**src/rtl/gpr_param.sv**
```systemverilog
// Register file with a one-deep write-back stage, sub-word load extension and an overflow flag register.
// Optional feature: define GPR_BYPASS_EN to forward the pending write onto the read ports.
module gpr_param #(
  parameter int DATA_W   = 32,
  parameter int ADDR_W   = 5,
  parameter int LINK_REG = 31,
  parameter int OVF_REG  = 30
) (
  input  logic              clk,
  input  logic              rst,
  input  logic              en,
  input  logic [1:0]        regdst,
  input  logic [ADDR_W-1:0] wr1,
  input  logic [ADDR_W-1:0] wr2,
  input  logic [1:0]        write_sel,
  input  logic [DATA_W-1:0] aluout,
  input  logic [DATA_W-1:0] dm_out,
  input  logic [DATA_W-1:0] pc_4,
  input  logic              less,
  input  logic [1:0]        ld_size,
  input  logic              ld_uns,
  input  logic              ovf_set,
  input  logic [ADDR_W-1:0] ra,
  input  logic [ADDR_W-1:0] rb,
  output logic [DATA_W-1:0] busa,
  output logic [DATA_W-1:0] busb,
  output logic              wb_busy
);

  localparam int Depth = 2 ** ADDR_W;
  localparam logic [ADDR_W-1:0] LinkAddr = ADDR_W'(LINK_REG);
  localparam logic [ADDR_W-1:0] OvfAddr  = ADDR_W'(OVF_REG);

  logic [DATA_W-1:0] regs_q [Depth];

  logic [ADDR_W-1:0] pendAddr_q, pendAddr_d;
  logic [DATA_W-1:0] pendData_q, pendData_d;
  logic              pendVld_q, pendVld_d;
  logic              pendOvf_q, pendOvf_d;

  logic [DATA_W-1:0] loadExt;
  logic [DATA_W-1:0] srcData;
  logic [ADDR_W-1:0] destAddr;

  always_comb begin
    loadExt = dm_out;
    case (ld_size)
      2'b01:   loadExt = {{(DATA_W-8){dm_out[7] & ~ld_uns}}, dm_out[7:0]};
      2'b10:   loadExt = {{(DATA_W-16){dm_out[15] & ~ld_uns}}, dm_out[15:0]};
      default: loadExt = dm_out;
    endcase
  end

  always_comb begin
    srcData = aluout;
    case (write_sel)
      2'b00:   srcData = aluout;
      2'b01:   srcData = loadExt;
      2'b10:   srcData = pc_4;
      default: srcData = {{(DATA_W-1){1'b0}}, less};
    endcase
  end

  always_comb begin
    destAddr = wr1;
    case (regdst)
      2'b00:   destAddr = wr1;
      2'b01:   destAddr = wr2;
      2'b10:   destAddr = LinkAddr;
      default: destAddr = wr1;
    endcase
  end

  // The stage refills every cycle, so an idle cycle empties it.
  always_comb begin
    pendAddr_d = destAddr;
    pendData_d = srcData;
    pendVld_d  = en && (regdst != 2'b11) && (destAddr != '0);
    pendOvf_d  = en && ovf_set;
  end

  // Overflow commit is ordered last so it wins when both target OVF_REG.
  always_ff @(posedge clk) begin
    if (rst) begin
      for (int i = 0; i < Depth; i++) regs_q[i] <= '0;
      pendAddr_q <= '0;
      pendData_q <= '0;
      pendVld_q  <= 1'b0;
      pendOvf_q  <= 1'b0;
    end else begin
      if (pendVld_q) regs_q[pendAddr_q] <= pendData_q;
      if (pendOvf_q) regs_q[OvfAddr] <= DATA_W'(1);
      pendAddr_q <= pendAddr_d;
      pendData_q <= pendData_d;
      pendVld_q  <= pendVld_d;
      pendOvf_q  <= pendOvf_d;
    end
  end

  function automatic logic [DATA_W-1:0] readPort(input logic [ADDR_W-1:0] addr);
    logic [DATA_W-1:0] val;
    val = regs_q[addr];
`ifdef GPR_BYPASS_EN
    if (pendVld_q && (pendAddr_q == addr)) val = pendData_q;
    if (pendOvf_q && (addr == OvfAddr)) val = DATA_W'(1);
`endif
    if (addr == '0) val = '0;
    return val;
  endfunction

  always_comb begin
    busa    = readPort(ra);
    busb    = readPort(rb);
    wb_busy = pendVld_q | pendOvf_q;
  end

endmodule

```
**config.mk**
```make
export PLATFORM = sky130hd
export DESIGN_NAME = gpr_param
export DESIGN_NICKNAME = d
export VERILOG_FILES = /design/src/rtl/gpr_param.sv
export SDC_FILE = /design/constraint.sdc
export NUM_CORES = 2
export LEC_CHECK = 0
export ABC_CLOCK_PERIOD_IN_PS = 3800
export BUFFER_PORTS_ARGS = -buffer_cell sky130_fd_sc_hd__buf_4
export CAP_MARGIN = 20
export CORE_ASPECT_RATIO = 0.7
export CORE_UTILIZATION = 55
export DETAILED_ROUTE_END_ITERATION = 16
export PLACE_DENSITY = 0.72
export SLEW_MARGIN = 5
export SYNTH_ARGS = -nofsm -noshare
export SYNTH_HDL_FRONTEND = slang
export SYNTH_SLANG_ARGS = --single-unit
```
**constraint.sdc**
```tcl
create_clock -name clk -period 3.8 [get_ports clk]
set_clock_uncertainty 0.1 [all_clocks]
set_input_delay 1.14 -clock clk [delete_from_list [all_inputs] [get_ports clk]]
set_output_delay 1.14 -clock clk [all_outputs]
set_load 0.02 [all_outputs]
```
==> impl_metrics.csv <==
group,metric,value,unit
clocking,cts_hold_buffers,0,
final_layout,sequential_cell_area,31500,um^2
clocking,root_buffer,"sky130_fd_sc_hd__clkbuf_16",
die,ios,193,
clocking,tritoncts,"built",
final_layout,syn_to_final_growth,26.7,%
clocking,ctsHtreeMaxLevel,3,
sta,slew_viol_final,0,
grt,grt_antenna_before_repair,4,
synthesis,synthArstFlopShare,0,%
detailed_routing,detail_route.iter0.violations,6037,
detailed_routing,viasPerCell,6.75,
synthesis,synth_cell_type_count,51,
final_layout,finalCoreUtilization,70.6,%
setup_path,crit_required,2560,ps
place,io_buffer_count,192,
sta,hold_violations,0,
setup_path,cp_cell_sequence,"buf_16 -> buf_16 -> buf_8 -> buf_16 -> mux2i_1 -> a221oi_4 -> o21ai_2 -> a311oi_2 -> buf_4",
power_and_ir_drop,total_power,28200,uW
setup_path,timing.critical_path.arrival,3070,ps
grt,groute.usage.overall,35.5,%
sta,layout_setup_ws,-513,ps
clocking,ctsLongestPathBuffers,3,
final_layout,final_net_count,4546,
detailed_routing,routed_wire_length_per_instance,32.5,um
detailed_routing,drt_wl_total,190000,um
sta,hold-worst-slack,579,ps
final_layout,drive_gt1_share,41.3,%
final_layout,n_fill_cell,6351,
setup_path,crit_path_end_kind,"primary output",
detailed_routing,drc,0,
power_and_ir_drop,power_density,390,nW/um^2
sta,rsz0062_at_grt,"yes",
synthesis,syn_inst,3895,
min_path,min-delay-path-class,"in -> reg",
job,cap_violations,0,
detailed_routing,detail_route_antenna_nets,0,
sta,max_slew_margin,19.6,%
synthesis,synth.avg_cell_area,14.7,um^2
clocking,cts.reportedPaths.clkPinSlew,60,ps
die,fp.coreArea,103000,um^2
die,num_rows,98,
grt,grt_max_degree,40,
run_status,violations,"setup timing",
setup_path,standard_cell_with_the_maximum_stage_delay_on_the_critical_path,"sky130_fd_sc_hd__a311oi_2",
setup_path,critical_path.most_common_cell,"sky130_fd_sc_hd__buf_16",
synthesis,number_of_enable_flip_flop_cells_after_synthesis,1024,
clocking,clock_sinks,1063,
grt,grt.met1_usage,50.0,%
synthesis,yosys_most_used_dff,"sky130_fd_sc_hd__edfxtp_1",
die,die_h,272,um
detailed_routing,detail_route.first_pass.iterations,8,
synthesis,sequential_fraction_of_the_synthesis_area,55.2,%
grt,wire_length_of_the_first_global_routing_pass,269000,um
sta,fmaxAchievable,232,MHz
setup_path,worst_path_largest_cell_delay,390,ps
setup_path,path_max_fanout,8,
grt,gr-total-overflow,0,
sta,layout_min_cycle_time,4310,ps
setup_path,worstSetupStartpointType,"primary input",
die,die_width,387,um
synthesis,netlist_area,57100,um^2
run_status,status,"finished with violations",
clocking,worstSkewPairLatency,710,ps
place,hpwl,119000,um
detailed_routing,num_vias,39500,
grt,globalRouteMet3Util,9.53,%
die,dieArea,105000,um^2
grt,first_global_vias,38800,
sta,timing.final.crit_share,114,%
clocking,cts_inserted_buffers,101,
place,place_congestion,1.01,
sta,timing_worst_slew_pin_value,1210,ps
synthesis,synth.yosys.warnings,0,
die,initial_core_util,55.7,%
power_and_ir_drop,power.leakage,0.0273,uW
final_layout,multi_input_area,25900,um^2
power_and_ir_drop,vdd.ir_drop.worst,0.000405,V
setup_path,worstSetupPathType,"in -> out",
synthesis,ys_seq_elements,1063,
synthesis,total_nets_after_synthesis,4028,
grt,use_met2,52.4,%
grt,grt_most_used_layer,"met2",
place,pre_cts_ws,-819,ps
sta,setup_viol,64,
[cell usage after synthesis (35+ instances only)]
cell,n,area [um^2]
sky130_fd_sc_hd__a211oi_1,64,480
sky130_fd_sc_hd__a221oi_1,46,403
sky130_fd_sc_hd__a22oi_1,65,488
sky130_fd_sc_hd__a311oi_1,64,561
sky130_fd_sc_hd__and2_1,1024,6410
sky130_fd_sc_hd__buf_2,71,355
sky130_fd_sc_hd__buf_4,46,345
sky130_fd_sc_hd__buf_6,35,394
sky130_fd_sc_hd__clkbuf_1,248,931
sky130_fd_sc_hd__dfxtp_1,39,781
sky130_fd_sc_hd__edfxtp_1,1024,30700
sky130_fd_sc_hd__mux2_2,64,721
sky130_fd_sc_hd__mux2i_1,159,1590
sky130_fd_sc_hd__mux4_2,449,10100
sky130_fd_sc_hd__nand2_1,42,158
sky130_fd_sc_hd__nor2_1,83,312
sky130_fd_sc_hd__nor2b_1,72,450
sky130_fd_sc_hd__o21ai_1,87,435
[kinds of logic (layout without fill, tap and decap cells)]
logic type / after synthesis / in the layout / synth area share (%)
and+or+nand+nor: 1307 / 1307 / 13.9
DFF: 1063 / 1063 / 55.2
muxes: 672 / 672 / 21.8
buffers and inverters: 428 / 1029 / 3.82
AOI/OAI and AO/OA: 420 / 420 / 5.19
adders and majority gates: 5 / 5 / 0.110
other: 0 / 2 / 0
[critical path: cells and delay by family]
family	cells	cell delay, ps
buffers and inverters	5	810
AO/OA/AOI/OAI	3	870
multiplexers	1	230
[flip-flops by register name, summed over array words and instances (netlist names)]
signal	count
pendVld_q	1
pendAddr_q	5
regs_q	1024
pendData_q	32
pendOvf_q	1
[where the power goes]
part | switching, uW | internal [uW] | total [uW]
Sequential | 285 | 13100 | 13400
Combinational | 2230 | 2040 | 4270
Clock | 4550 | 5960 | 10500
[through the flow]
step	TNS, ps	std cells	area, um^2
final	-23820	5848	72300
after global routing	-24950	5846	72300
after CTS	-22230	5788	70600
after detailed placement	-31650	5507	63900
after global placement	-31360	5505	63800
after floorplan	0	3895	57500
[layout by cell type, fill, tap and decap left out, types with 11 or more instances in the layout]
master	count
sky130_fd_sc_hd__a311oi_2	32
sky130_fd_sc_hd__nand2b_1	18
sky130_fd_sc_hd__clkbuf_8	11
sky130_fd_sc_hd__a211oi_2	33
sky130_fd_sc_hd__buf_8	16
sky130_fd_sc_hd__buf_6	95
sky130_fd_sc_hd__clkbuf_16	117
sky130_fd_sc_hd__o21ai_1	31
sky130_fd_sc_hd__clkinv_1	12
sky130_fd_sc_hd__clkinv_2	22
sky130_fd_sc_hd__dfxtp_1	39
sky130_fd_sc_hd__a311oi_4	32
sky130_fd_sc_hd__nor2b_1	55
sky130_fd_sc_hd__a31oi_1	16
sky130_fd_sc_hd__buf_4	516
sky130_fd_sc_hd__o21ai_2	41
sky130_fd_sc_hd__nor2b_4	11
sky130_fd_sc_hd__a22oi_2	36
sky130_fd_sc_hd__mux2i_1	154
sky130_fd_sc_hd__nor2_2	29
sky130_fd_sc_hd__or2_2	33
sky130_fd_sc_hd__mux4_2	449
sky130_fd_sc_hd__buf_12	141
sky130_fd_sc_hd__mux2_2	27
sky130_fd_sc_hd__mux2_4	37
sky130_fd_sc_hd__a22oi_1	29
sky130_fd_sc_hd__edfxtp_1	1024
sky130_fd_sc_hd__a221oi_1	19
sky130_fd_sc_hd__bufinv_16	11
sky130_fd_sc_hd__and2_1	1024
sky130_fd_sc_hd__a21oi_1	21
sky130_fd_sc_hd__a221oi_2	21
sky130_fd_sc_hd__nand2_1	38
sky130_fd_sc_hd__a211oi_1	24
sky130_fd_sc_hd__o21ai_4	36
sky130_fd_sc_hd__clkbuf_1	24
sky130_fd_sc_hd__nor2_1	60
sky130_fd_sc_hd__buf_16	49
[timing repair]
item                       4_1_cts  5_1_grt
setup buffers                   80       59
pin swaps                       93       79
resized for setup              419      186
gates cloned                    26        9
setup endpoints to repair       64       64
[final timing paths]
kind	from	end	slack, ps	cells past startpoint
setup / recovery	ra[2]	busa[0]	-510	9
hold reg to reg	pendOvf_q	regs_q[30][0]	590	2
hold / removal	dm_out[5]	pendData_q[5]	580	3
setup reg to reg	pendVld_q	regs_q[23][23]	1210	3
[per-layer routing]
layer | part of all wire (%) | vias up
met5 | 0.0068 | -
met4 | 4.7 | 2
met3 | 14 | 474
met2 | 45 | 3086
met1 | 37 | 19900
li1 | - | 16000
[final cells by class]
type | count | area share [%]
Clock inverter | 47 | 0.697
Sequential cell | 1063 | 43.6
Antenna cell | 2 | 0.00692
Tap cell | 1350 | 2.34
Multi-Input combinational cell | 2404 | 35.8
Inverter | 8 | 0.0502
Timing Repair Buffer | 835 | 13.6
Clock buffer | 139 | 3.93
Note: power is estimated with default switching activity, not from simulation.
